File: config.mk
export PLATFORM = sky130hd
export DESIGN_NAME = led_blink_bank
export DESIGN_NICKNAME = d
export VERILOG_FILES = /design/src/rtl/led_blink_pkg.sv /design/src/rtl/led_blink_chan.sv /design/src/rtl/led_blink_bank.sv
export SDC_FILE = /design/constraint.sdc
export NUM_CORES = 1
export LEC_CHECK = 0
export ABC_AREA = 1
export ABC_CLOCK_PERIOD_IN_PS = 27300
export CORE_UTILIZATION = 64
export DETAILED_ROUTE_END_ITERATION = 16
export HOLD_SLACK_MARGIN = 0.06
export PLACE_DENSITY = 0.82
export SKIP_CTS_REPAIR_TIMING = 1
export SYNTH_ARGS = -nofsm -noshare
export SYNTH_HDL_FRONTEND = slang
export SYNTH_SLANG_ARGS = --single-unit
File: constraint.sdc
create_clock -name sys_clk -period 27.3 [get_ports sys_clk]
set_input_delay 2.73 -clock sys_clk [delete_from_list [all_inputs] [get_ports sys_clk]]
set_output_delay 2.73 -clock sys_clk [all_outputs]
set_load 0.02 [all_outputs]
File: src/rtl/led_blink_pkg.sv
// Shared mode encoding for the LED blink bank and its channels.
package led_blink_pkg;

    localparam int MODE_W = 2;

    typedef logic [MODE_W-1:0] mode_t;

    localparam mode_t MODE_OFF   = 2'd0;
    localparam mode_t MODE_ON    = 2'd1;
    localparam mode_t MODE_BLINK = 2'd2;
    localparam mode_t MODE_PULSE = 2'd3;

    function automatic logic is_counting(input mode_t m);
        return (m == MODE_BLINK) || (m == MODE_PULSE);
    endfunction

endpackage

File: src/rtl/led_blink_chan.sv
// One LED channel: period counter, shadow/active config and registered LED/tick drive.
module led_blink_chan
    import led_blink_pkg::*;
#(
    parameter int               CNT_W      = 25,
    parameter logic [CNT_W-1:0] DEF_PERIOD = 25'd24_999_999,
    parameter mode_t            DEF_MODE   = MODE_BLINK
) (
    input  logic             sys_clk,
    input  logic             sys_rst,
    input  logic             wr_en,
    input  logic [CNT_W-1:0] cfg_period,
    input  mode_t            cfg_mode,
    input  logic             sync,
    output logic             led,
    output logic             tick,
    output logic             pend
);

    logic [CNT_W-1:0] cnt_q, cnt_d;
    logic [CNT_W-1:0] per_act_q, per_act_d;
    logic [CNT_W-1:0] per_shd_q, per_shd_d;
    mode_t            mode_act_q, mode_act_d;
    mode_t            mode_shd_q, mode_shd_d;
    logic             pend_q, pend_d;
    logic             led_q, led_d;
    logic             tick_q, tick_d;

    logic             counting;
    logic             wrap;
    logic             load_pt;
    logic             do_load;
    logic [CNT_W-1:0] new_per;
    mode_t            new_mode;

    always_comb begin
        cnt_d      = cnt_q;
        per_act_d  = per_act_q;
        per_shd_d  = per_shd_q;
        mode_act_d = mode_act_q;
        mode_shd_d = mode_shd_q;
        pend_d     = pend_q;
        led_d      = led_q;
        tick_d     = tick_q;

        counting = is_counting(mode_act_q);
        wrap     = counting && (cnt_q >= per_act_q);
        // Static channels have no wrap, so any pending config lands on the next edge.
        load_pt  = sync || (counting ? wrap : pend_q);

        do_load  = 1'b0;
        new_per  = per_act_q;
        new_mode = mode_act_q;

        if (load_pt && wr_en) begin
            do_load  = 1'b1;
            new_per  = cfg_period;
            new_mode = cfg_mode;
            pend_d   = 1'b0;
        end else if (load_pt && pend_q) begin
            do_load  = 1'b1;
            new_per  = per_shd_q;
            new_mode = mode_shd_q;
            pend_d   = 1'b0;
        end else if (wr_en) begin
            per_shd_d  = cfg_period;
            mode_shd_d = cfg_mode;
            pend_d     = 1'b1;
        end

        if (do_load) begin
            per_act_d  = new_per;
            mode_act_d = new_mode;
            cnt_d      = '0;
            if (is_counting(new_mode)) begin
                led_d  = 1'b0;
                tick_d = wrap && !sync;
            end else begin
                led_d  = (new_mode == MODE_ON);
                tick_d = 1'b0;
            end
        end else if (!counting) begin
            cnt_d  = '0;
            tick_d = 1'b0;
            led_d  = (mode_act_q == MODE_ON);
        end else if (sync) begin
            cnt_d  = '0;
            led_d  = 1'b0;
            tick_d = 1'b0;
        end else if (wrap) begin
            cnt_d  = '0;
            tick_d = 1'b1;
            led_d  = (mode_act_q == MODE_BLINK) ? !led_q : 1'b1;
        end else begin
            cnt_d  = cnt_q + CNT_W'(1);
            tick_d = 1'b0;
            led_d  = (mode_act_q == MODE_BLINK) ? led_q : 1'b0;
        end
    end

    always_ff @(posedge sys_clk or posedge sys_rst) begin
        if (sys_rst) begin
            cnt_q      <= '0;
            per_act_q  <= DEF_PERIOD;
            per_shd_q  <= DEF_PERIOD;
            mode_act_q <= DEF_MODE;
            mode_shd_q <= DEF_MODE;
            pend_q     <= 1'b0;
            led_q      <= 1'b0;
            tick_q     <= 1'b0;
        end else begin
            cnt_q      <= cnt_d;
            per_act_q  <= per_act_d;
            per_shd_q  <= per_shd_d;
            mode_act_q <= mode_act_d;
            mode_shd_q <= mode_shd_d;
            pend_q     <= pend_d;
            led_q      <= led_d;
            tick_q     <= tick_d;
        end
    end

    assign led  = led_q;
    assign tick = tick_q;
    assign pend = pend_q;

endmodule

File: src/rtl/led_blink_bank.sv
// Bank of independent LED blink channels with shared config port and phase-sync strobe.
module led_blink_bank
    import led_blink_pkg::*;
#(
    parameter int               CH_NUM     = 4,
    parameter int               CNT_W      = 25,
    parameter logic [CNT_W-1:0] DEF_PERIOD = 25'd24_999_999,
    parameter mode_t            DEF_MODE   = MODE_BLINK
) (
    input  logic              sys_clk,
    input  logic              sys_rst,
    input  logic              cfg_we,
    input  logic [3:0]        cfg_ch,
    input  logic [CNT_W-1:0]  cfg_period,
    input  logic [1:0]        cfg_mode,
    input  logic              sync_in,
    output logic [CH_NUM-1:0] led_out,
    output logic [CH_NUM-1:0] tick_out,
    output logic [CH_NUM-1:0] cfg_pend
);

    logic [CH_NUM-1:0] wr_en_vec;

    // Indices at or above CH_NUM match no channel, so such writes are dropped.
    generate
        for (genvar gi = 0; gi < CH_NUM; gi++) begin : g_chan
            assign wr_en_vec[gi] = cfg_we && (cfg_ch == 4'(gi));

            led_blink_chan #(
                .CNT_W      (CNT_W),
                .DEF_PERIOD (DEF_PERIOD),
                .DEF_MODE   (DEF_MODE)
            ) u_chan (
                .sys_clk    (sys_clk),
                .sys_rst    (sys_rst),
                .wr_en      (wr_en_vec[gi]),
                .cfg_period (cfg_period),
                .cfg_mode   (cfg_mode),
                .sync       (sync_in),
                .led        (led_out[gi]),
                .tick       (tick_out[gi]),
                .pend       (cfg_pend[gi])
            );
        end
    endgenerate

endmodule

-- After elaboration in Yosys (flattened, before gate mapping)
Cells that the tools add are included.
- add/sub/neg operators: 4
- magnitude comparators: 4
- equality and inequality tests: 31
- multiplexer cells: 104
- bitwise logic cells: 8
- reductions and logical operators: 54
- operators by type and width (kind ; count):
    $mux 25 ; 24
    $add 25x1->25 const B ; 4
    $ge 25x25->1 ; 4
    $mux 1 ; 72
    $eq 2x2->1 const B ; 16
    $logic_and 1x1->1 ; 20
    $ne 5x5->1 const B ; 4
    $eq 2x1->1 const B ; 8
    $mux 2 ; 8
    $logic_or 1x1->1 ; 12
    $reduce_and 3->1 ; 4
    $reduce_bool 3->1 ; 4
    $eq 4x2->1 const B ; 2
    $not 1->1 ; 8
    $reduce_and 2->1 ; 4
    $reduce_bool 2->1 ; 4
    $logic_not 1->1 ; 5
    $eq 4x1->1 const B ; 1
    $logic_not 4->1 ; 1
- flip-flop bits (word level): 328
- bits of input ports: 35
- output and inout bits: 12
- word-level logic and storage cells: 237

-- Depth between registers and ports, before layout
Gate-level depths: netlist of the first run.
- depth after elaboration: 12
- gate-level depth with buffers: 18
- mapped depth without buffers: 18

-- By module
Synthesis of the first run repeated with hierarchy kept, for this count alone.
- cell total of the unflattened synthesis: 2017
- area, all modules: 18420.2 µm²
- by module, submodules not included (module ; times used ; cells each ; area an instance (µm²) ; sequential area each (µm²)):
    led_blink_chan (g_chan[0].u_chan ...) ; 3 ; 502 ; 4594.4 ; 2097.0
    led_blink_chan (g_chan[3].u_chan) ; 1 ; 500 ; 4593.2 ; 2097.0
    led_blink_bank ; 1 ; 11 ; 43.8 ; 0.0

-- Least setup slack after synthesis of the first run
No wires, ideal clock.
- path type: input to register
- from: in cfg_ch[3]
- to: reg g_chan[0].u_chan.mode_shd_q[0]
- arrival time: 3.980 ns
- path slack: 23.190 ns
- cell stages on the path: 9
- path through: nor2_1 -> inv_1 -> nor4_4 -> inv_1 -> nand2_1 -> nand2_1 -> nand2_2 -> clkbuf_1 -> o21ai_0
- cells in the longest elaborated chain, start to end: 5
- ends and longest elaborated chain (item ; RTL line ; source):
    start, declared ; led_blink_bank.sv:13 ; input logic [3:0] cfg_ch,
    $logic_not 4->1 (*) ; led_blink_bank.sv:27 ; assign wr_en_vec[gi] = cfg_we && (cfg_ch == 4'(gi));
    $logic_and 1x1->1 (*) ; led_blink_bank.sv:27 ;
    $logic_and 1x1->1 ; led_blink_chan.sv:55 ; if (load_pt && wr_en) begin
    $not 1->1 (no line) ; n/a ;
    $reduce_and 3->1 (no line) (*) ; n/a ;
    end signal, assigned ; led_blink_chan.sv:116 ; mode_shd_q <= mode_shd_d;
    end, declared ; led_blink_chan.sv:24 ; mode_t mode_shd_q, mode_shd_d;
Every way passes the cells marked *; elsewhere a longest branch is shown, timed or not.
A chain may end at the register's enable or synchronous reset.

-- Worst setup path after layout of the first run
- from: in cfg_ch[0]
- to: reg g_chan[1].u_chan.per_shd_q[4]
- cells in the longest elaborated chain, start to end: 5
- ends and longest elaborated chain (item ; RTL line ; source):
    $eq 4x1->1 (*) ; led_blink_bank.sv:27 ;
    $logic_and 1x1->1 (*) ; led_blink_bank.sv:27 ;
    $logic_and 1x1->1 ; led_blink_chan.sv:55 ;
    $not 1->1 (no line) ; n/a ;
    $reduce_and 3->1 (no line) (*) ; n/a ;
    end signal, assigned ; led_blink_chan.sv:114 ; per_shd_q <= per_shd_d;
    end, declared ; led_blink_chan.sv:22 ; logic [CNT_W-1:0] per_shd_q, per_shd_d;
Marked as above.

==> impl_metrics.py, run 1 <==
metrics = {
    "setup_path": {
        "crit_path_start_kind": "primary input",
        "end_kind": "flip-flop",
        "crit_path_end": "g_chan[1].u_chan.per_shd_q[4]",
        "cp_slowest_stage_delay_ns": 0.62,
        "path_cells": "clkdlybuf4s50_1 -> inv_1 -> nor4_4 -> inv_1 -> nand2_1 -> nand2_2 -> nand2_2 -> nand2_1 -> o21ai_0",
        "startpoint": "cfg_ch[0]",
        "slowest_stage": "clkdlybuf4s50_1",
        "r2r_slack_ns": 24.23,
        "arrival_ns": 5.35,
        "timing.rr.end": "g_chan[3].u_chan.per_shd_q[3]",
        "crit_type": "primary input to flip-flop",
        "timing.rr.start": "g_chan[3].u_chan.per_act_q[22]",
        "worstPathRequired_ns": 27.72,
        "path_max_fanout": 54,
        "r2r_cells": 13,
    },
    "timing": {
        "finClkSkew_ns": 0.01465,
        "setup_violations": 0,
        "slew_headroom_pct": 22.28,
        "rsz0062_at_grt": "no",
        "worst_slew_pin_slew_ns": 1.162,
        "fin_crit_sh_pct": 18.06,
        "min_period_ns": 4.930,
        "setup_tns_ns": 0,
        "max_freq_mhz": 202.9,
        "report.final.slew_viol_count": 0,
        "finalHoldViolCount": 0,
        "worst_slack_ns": 22.37,
    },
    "synthesis": {
        "ys_ff_latch": 328,
        "netlist_top_cells_area": "dfrtp_1, dfstp_2, nand2_1",
        "avgSynthCellArea_sq_um": 7.915,
        "ys.flop_type": "dfrtp_1",
        "synth.distinct_cells": 42,
        "synth.yosys.warnings": 0,
        "netlist_instances": 2330,
        "synth_async_sr_flop_share_pct": 100.0,
        "syn_area_sq_mm": 0.01844,
        "synth_largest_area_cell": "dfrtp_1",
        "synth.net_count": 2469,
        "synth_edf_count": 0,
        "synth_top_area_share_pct": 24.97,
        "synth_seq_area_share_pct": 45.48,
    },
    "power": {
        "power.switching_uw": 464.5,
        "pwr-share-comb_pct": 22.2,
        "peakVddDrop_v": 0.00005177,
        "pwr-share-clk_pct": 34.2,
        "internal-power_mw": 1.049,
        "p_per_area_mw_per_mm2": 74.70,
        "seqPwrFrac_pct": 43.6,
        "power_switching_share_pct": 30.69,
        "power_leakage_nw": 10.29,
    },
    "final_layout": {
        "nNetsFinal": 2479,
        "syn_to_final_growth_pct": 9.865,
        "seqCellArea_sq_mm": 0.008388,
        "layout_commonest_cell": "nand2_1",
        "drive_gt1_share_pct": 11.48,
        "fin_area_sq_mm": 0.02026,
        "finish.utilization_pct": 72.14,
        "multiInputGateArea_sq_mm": 0.008164,
        "nFillCells": 2159,
        "mostFrequentLayoutCells": "nand2_1, inv_1, o21ai_0, dfrtp_1, dfstp_2",
        "antenna_cells": 0,
    },
    "placement": {
        "detailedPlace.worstSlack_ns": 21.93,
        "place.gp.congestion": 0.9207,
        "place_area_sq_mm": 0.01898,
        "port_buffers": 46,
        "hpwl_microns": 29920,
    },
    "clocking": {
        "htree_levels": 2,
        "numCtsBuffers": 37,
        "clock_latency_ns": 0.52,
        "clock-sinks": 328,
        "cts_root_buffer": "clkbuf_16",
        "cts_tree": "done",
        "clkTransAtPathRegs_ns": 0.06,
        "clockBufferDepth": 3,
    },
    "grt": {
        "overflow": 0,
        "grt_pass1_wl_microns": 71810,
        "grt_pass1_vias": 14540,
        "track_usage_pct": 30.71,
        "grt_start_max_net_pins": 182,
        "antenna_found_initial": 0,
    },
    "routing": {
        "drt_pass1_iterations": 5,
        "viasPerCell": 5.587,
        "wl_per_cell_microns": 15.92,
        "drt_wl_total_microns": 43720,
        "vias": 15350,
        "initialDrtViolationCount": 1503,
        "drc": 0,
        "ant_nets": 0,
    },
    "run_status": {
        "status": "completed",
    },
    "floorplan": {
        "ios": 47,
        "dieArea_sq_mm": 0.02950,
        "die_w_microns": 171.8,
        "initial_core_util_pct": 65.66,
        "fp.coreArea_sq_mm": 0.02809,
        "num_rows": 61,
        "die_y_microns": 171.8,
    },
    "flow_run": {
        "drv_cap": 0,
    },
    "worst_hold_path": {
        "hold_class": "flip-flop to flip-flop",
    },
}
-- worst max-delay path, delay by kind of cell --
kind | cells | cell delay (ns)
AND/OR/NAND/NOR | 5 | 1.55
buffers and inverters | 3 | 0.94
AO/OA/AOI/OAI | 1 | 0.14
-- final cells by class --
cell class | count | area share (%)
well taps | 378 | 2.334
clock buffers | 56 | 5.589
clock inverters | 12 | 0.7102
inverters | 382 | 7.114
multi-input cells | 1539 | 40.30
repair buffers | 52 | 2.557
flip-flops and latches | 328 | 41.40
-- metal layers --
layer / vias up / share of wire (%) / global-route usage (%)
li1: 7511 / - / -
met1: 7280 / 45 / 42.43
met2: 473 / 46 / 48.71
met3: 83 / 5.9 / 4.947
met4: 0 / 3.4 / 11.66
met5: - / 0 / 0
-- worst min-delay path by stage --
stage / depth (start not counted) / slack (ns) / startpoint / end
floorplan: 2 / 0.45 / g_chan[0].u_chan.per_shd_q[10] / g_chan[0].u_chan.per_shd_q[10]
global placement: 2 / 0.47 / g_chan[2].u_chan.per_shd_q[7] / g_chan[2].u_chan.per_shd_q[7]
detailed placement: 2 / 0.47 / g_chan[2].u_chan.per_shd_q[10] / g_chan[2].u_chan.per_shd_q[10]
CTS: 2 / 0.49 / g_chan[2].u_chan.per_shd_q[10] / g_chan[2].u_chan.per_shd_q[10]
global route: 2 / 0.50 / g_chan[2].u_chan.mode_shd_q[1] / g_chan[2].u_chan.mode_shd_q[1]
finish: 2 / 0.48 / g_chan[1].u_chan.per_shd_q[17] / g_chan[1].u_chan.per_shd_q[17]
-- cells by family (layout without fill, tap and decap cells) --
group | after synthesis | count (layout) | synth area share, %
AND/OR/NAND/NOR | 1003 | 1003 | 24.24
buffers and inverters | 463 | 502 | 10.24
AO/OA/AOI/OAI | 400 | 400 | 11.45
adder cells (fa/ha/maj) | 104 | 104 | 7.056
XOR/XNOR | 32 | 32 | 1.520
flip-flops | 328 | 328 | 45.48
-- cells in the mapped netlist, types with 14 or more instances --
| cell type | instances |
|---|---|
| a21oi_1 | 44 |
| buf_2 | 37 |
| buf_4 | 28 |
| clkbuf_1 | 15 |
| dfrtp_1 | 184 |
| dfstp_2 | 144 |
| ha_1 | 104 |
| inv_1 | 376 |
| nand2_1 | 590 |
| nand2_2 | 14 |
| nand3_1 | 125 |
| nand3b_1 | 19 |
| nand4_1 | 68 |
| nor2_1 | 109 |
| nor3_1 | 23 |
| o21ai_0 | 316 |
| or2_2 | 19 |
| xor2_1 | 27 |
-- sequential cells by signal, indices dropped and copies added, names as in the netlist --
register,flops
g_chan.u_chan.cnt_q,100
g_chan.u_chan.led,4
g_chan.u_chan.mode_act_q,8
g_chan.u_chan.mode_shd_q,8
g_chan.u_chan.pend,4
g_chan.u_chan.per_act_q,100
g_chan.u_chan.per_shd_q,100
g_chan.u_chan.tick,4
-- per-stage QoR --
step	hold WS, ns	instances	power, mW
global route	0.5034	2747	1.597
detailed placement	0.4727	2679	0.9944
finish	0.4843	2747	1.514
CTS	0.4874	2747	1.517
global placement	0.4655	2679	0.9724
floorplan	0.4534	2330	0.9015
-- power groups by stage --
stage	Sequential, mW	Combinational [mW]	Clock [mW]
3_3_place_gp	0.660	0.313	0
6_report	0.659	0.337	0.518
2_1_floorplan	0.648	0.254	0
4_1_cts	0.658	0.336	0.524
5_1_grt	0.669	0.385	0.543
3_5_place_dp	0.664	0.331	0
(Power assumes the default switching activity.)
==> inputs of run 2 (changes only) <==
Settings changed: ABC_CLOCK_PERIOD_IN_PS 27300 to 4100, CORE_UTILIZATION 64 to 57, PLACE_DENSITY 0.82 to 0.77.
Clock period 27.3 ns to 4.1 ns, I/O delays scaled along.
==> impl_metrics.py, run 2 (same netlist as run 1, synthesis figures left out) <==
metrics = {
    "run_status": {
        "status": "completed",
    },
    "clocking": {
        "numCtsBuffers": 37,
        "cts_tree": "done",
        "clockBufferDepth": 3,
        "clkTransAtPathRegs_ns": 0.06,
        "clock_latency_ns": 0.53,
        "htree_levels": 2,
        "cts_root_buffer": "clkbuf_16",
        "clock-sinks": 328,
    },
    "timing": {
        "finalHoldViolCount": 0,
        "fin_crit_sh_pct": 75.89,
        "holdWs_ns": 0.3581,
        "setup_violations": 0,
        "rsz0062_at_grt": "no",
        "worst_slew_pin_slew_ns": 1.140,
        "report.final.slew_viol_count": 0,
        "max_freq_mhz": 321.4,
        "setup_tns_ns": 0,
        "min_period_ns": 3.112,
        "slew_headroom_pct": 23.69,
        "finClkSkew_ns": 0.02091,
    },
    "floorplan": {
        "initial_core_util_pct": 58.14,
        "die_y_microns": 181.9,
        "dieArea_sq_mm": 0.03308,
        "num_rows": 65,
        "die_w_microns": 181.9,
        "fp.coreArea_sq_mm": 0.03172,
        "ios": 47,
    },
    "power": {
        "p_per_area_mw_per_mm2": 493.5,
        "power_leakage_nw": 10.32,
        "peakVddDrop_v": 0.0003081,
    },
    "setup_path": {
        "cp_slowest_stage_delay_ns": 0.62,
        "worstPathRequired_ns": 4.53,
        "crit_buf_inv": 1,
        "path_max_fanout": 54,
        "r2r_cells": 14,
        "end_kind": "flip-flop",
        "crit_path_start_kind": "flip-flop",
        "path_cells": "inv_1 -> ha_1 -> nand2_1 -> nor2_1 -> nand4_1 -> nor2_1 -> nand3_1 -> nand3_1 -> nand2_1 -> nand2_2 -> nand2_2 -> nand2_2 -> nand2_1 -> o21ai_0",
        "crit_type": "flip-flop to flip-flop",
        "critical-path-top-delay-family": "simple AND/OR/NAND/NOR gates",
        "arrival_ns": 3.54,
        "slowest_stage": "nand2_2",
        "cp_num_cells": 14,
    },
    "final_layout": {
        "final_cell_count_no_fill": 2775,
        "fin_area_sq_mm": 0.02034,
        "drive_gt1_share_pct": 11.68,
        "layout_commonest_cell": "nand2_1",
        "seqCellArea_sq_mm": 0.008388,
        "nNetsFinal": 2482,
        "nFillCells": 2664,
        "mostFrequentLayoutCells": "nand2_1, inv_1, o21ai_0, dfrtp_1, dfstp_2",
        "syn_to_final_growth_pct": 10.31,
        "reg.largest.list": "g_chan.u_chan.cnt_q x100, g_chan.u_chan.per_act_q x100, g_chan.u_chan.per_shd_q x100",
        "multiInputGateArea_sq_mm": 0.008164,
    },
    "routing": {
        "drt_pass1_iterations": 5,
        "drc": 0,
        "wl_per_cell_microns": 15.65,
        "drt_wl_total_microns": 43440,
        "initialDrtViolationCount": 1290,
        "viasPerCell": 5.490,
        "ant_nets": 0,
        "vias": 15230,
    },
    "grt": {
        "grtUsageMet1_pct": 35.52,
        "grt_pass1_vias": 14520,
        "grt_use_met2_pct": 46.22,
        "grt_start_max_net_pins": 109,
        "top_usage_layer": "met2",
        "antenna_found_initial": 0,
        "grt_pass1_wl_microns": 71650,
        "grtUsageMet3_pct": 3.450,
        "track_usage_pct": 26.94,
        "overflow": 0,
    },
    "placement": {
        "dp_cells": 2706,
        "place.gp.congestion": 0.8927,
        "place_area_sq_mm": 0.01906,
        "hpwl_microns": 29940,
        "port_buffers": 46,
    },
    "flow_run": {
        "drv_cap": 0,
    },
    "worst_hold_path": {
        "hold_class": "primary input to async pin",
    },
}
-- run 2: changes by cell type in the layout (fill, tap and decap cells not counted), sizes merged --
cell and change:
buf +3, clkinv +1, diode +1, inv -1
-- run 2: area by class of cell --
class / instances / area share, %
multi-input cells: 1539 / 40.13
clock buffers: 56 / 5.609
inverters: 382 / 7.067
repair buffers: 55 / 2.780
diodes: 1 / 0.01230
well taps: 402 / 2.472
clock inverters: 12 / 0.6950
flip-flops and latches: 328 / 41.23
-- run 2: power breakdown --
part | internal (mW) | switching [mW] | total (mW)
logic | 0.802 | 1.41 | 2.21
registers | 4.08 | 0.302 | 4.38
clock network | 2.11 | 1.33 | 3.45
-- run 2: path summary, 6_finish.rpt --
path | startpoint | endpoint | slack (ns)
min | sys_rst | g_chan[2].u_chan.per_act_q[22] | 0.36
max | g_chan[2].u_chan.per_act_q[2] | g_chan[2].u_chan.per_shd_q[19] | 0.99
min in group sys_clk | g_chan[3].u_chan.per_shd_q[0] | g_chan[3].u_chan.per_act_q[0] | 0.48
max reg2reg | g_chan[2].u_chan.per_act_q[2] | g_chan[2].u_chan.per_shd_q[19] | 0.99
min reg2reg | g_chan[3].u_chan.per_shd_q[0] | g_chan[3].u_chan.per_act_q[0] | 0.48
max in group asynchronous | sys_rst | g_chan[3].u_chan.cnt_q[7] | 3.12
-- run 2: routing by layer --
layer	vias up	routed length [microns]
li1	7518	-
met1	7252	18700
met2	389	21290
met3	75	2270
met4	0	1168
met5	-	0
-- run 2: through the flow --
| step | power, mW | worst slack (ns) | utilization [%] |
|---|---|---|---|
| 3_3_place_gp | 6.483 | 1.137 | 60.09 |
| 6_report | 10.04 | 0.9884 | 64.14 |
| 4_1_cts | 10.11 | 1.025 | 64.13 |
| 2_1_floorplan | 6.005 | -0.5711 | - |
| 3_5_place_dp | 6.607 | 1.047 | 60.09 |
| 5_1_grt | 10.63 | 0.7151 | 64.13 |
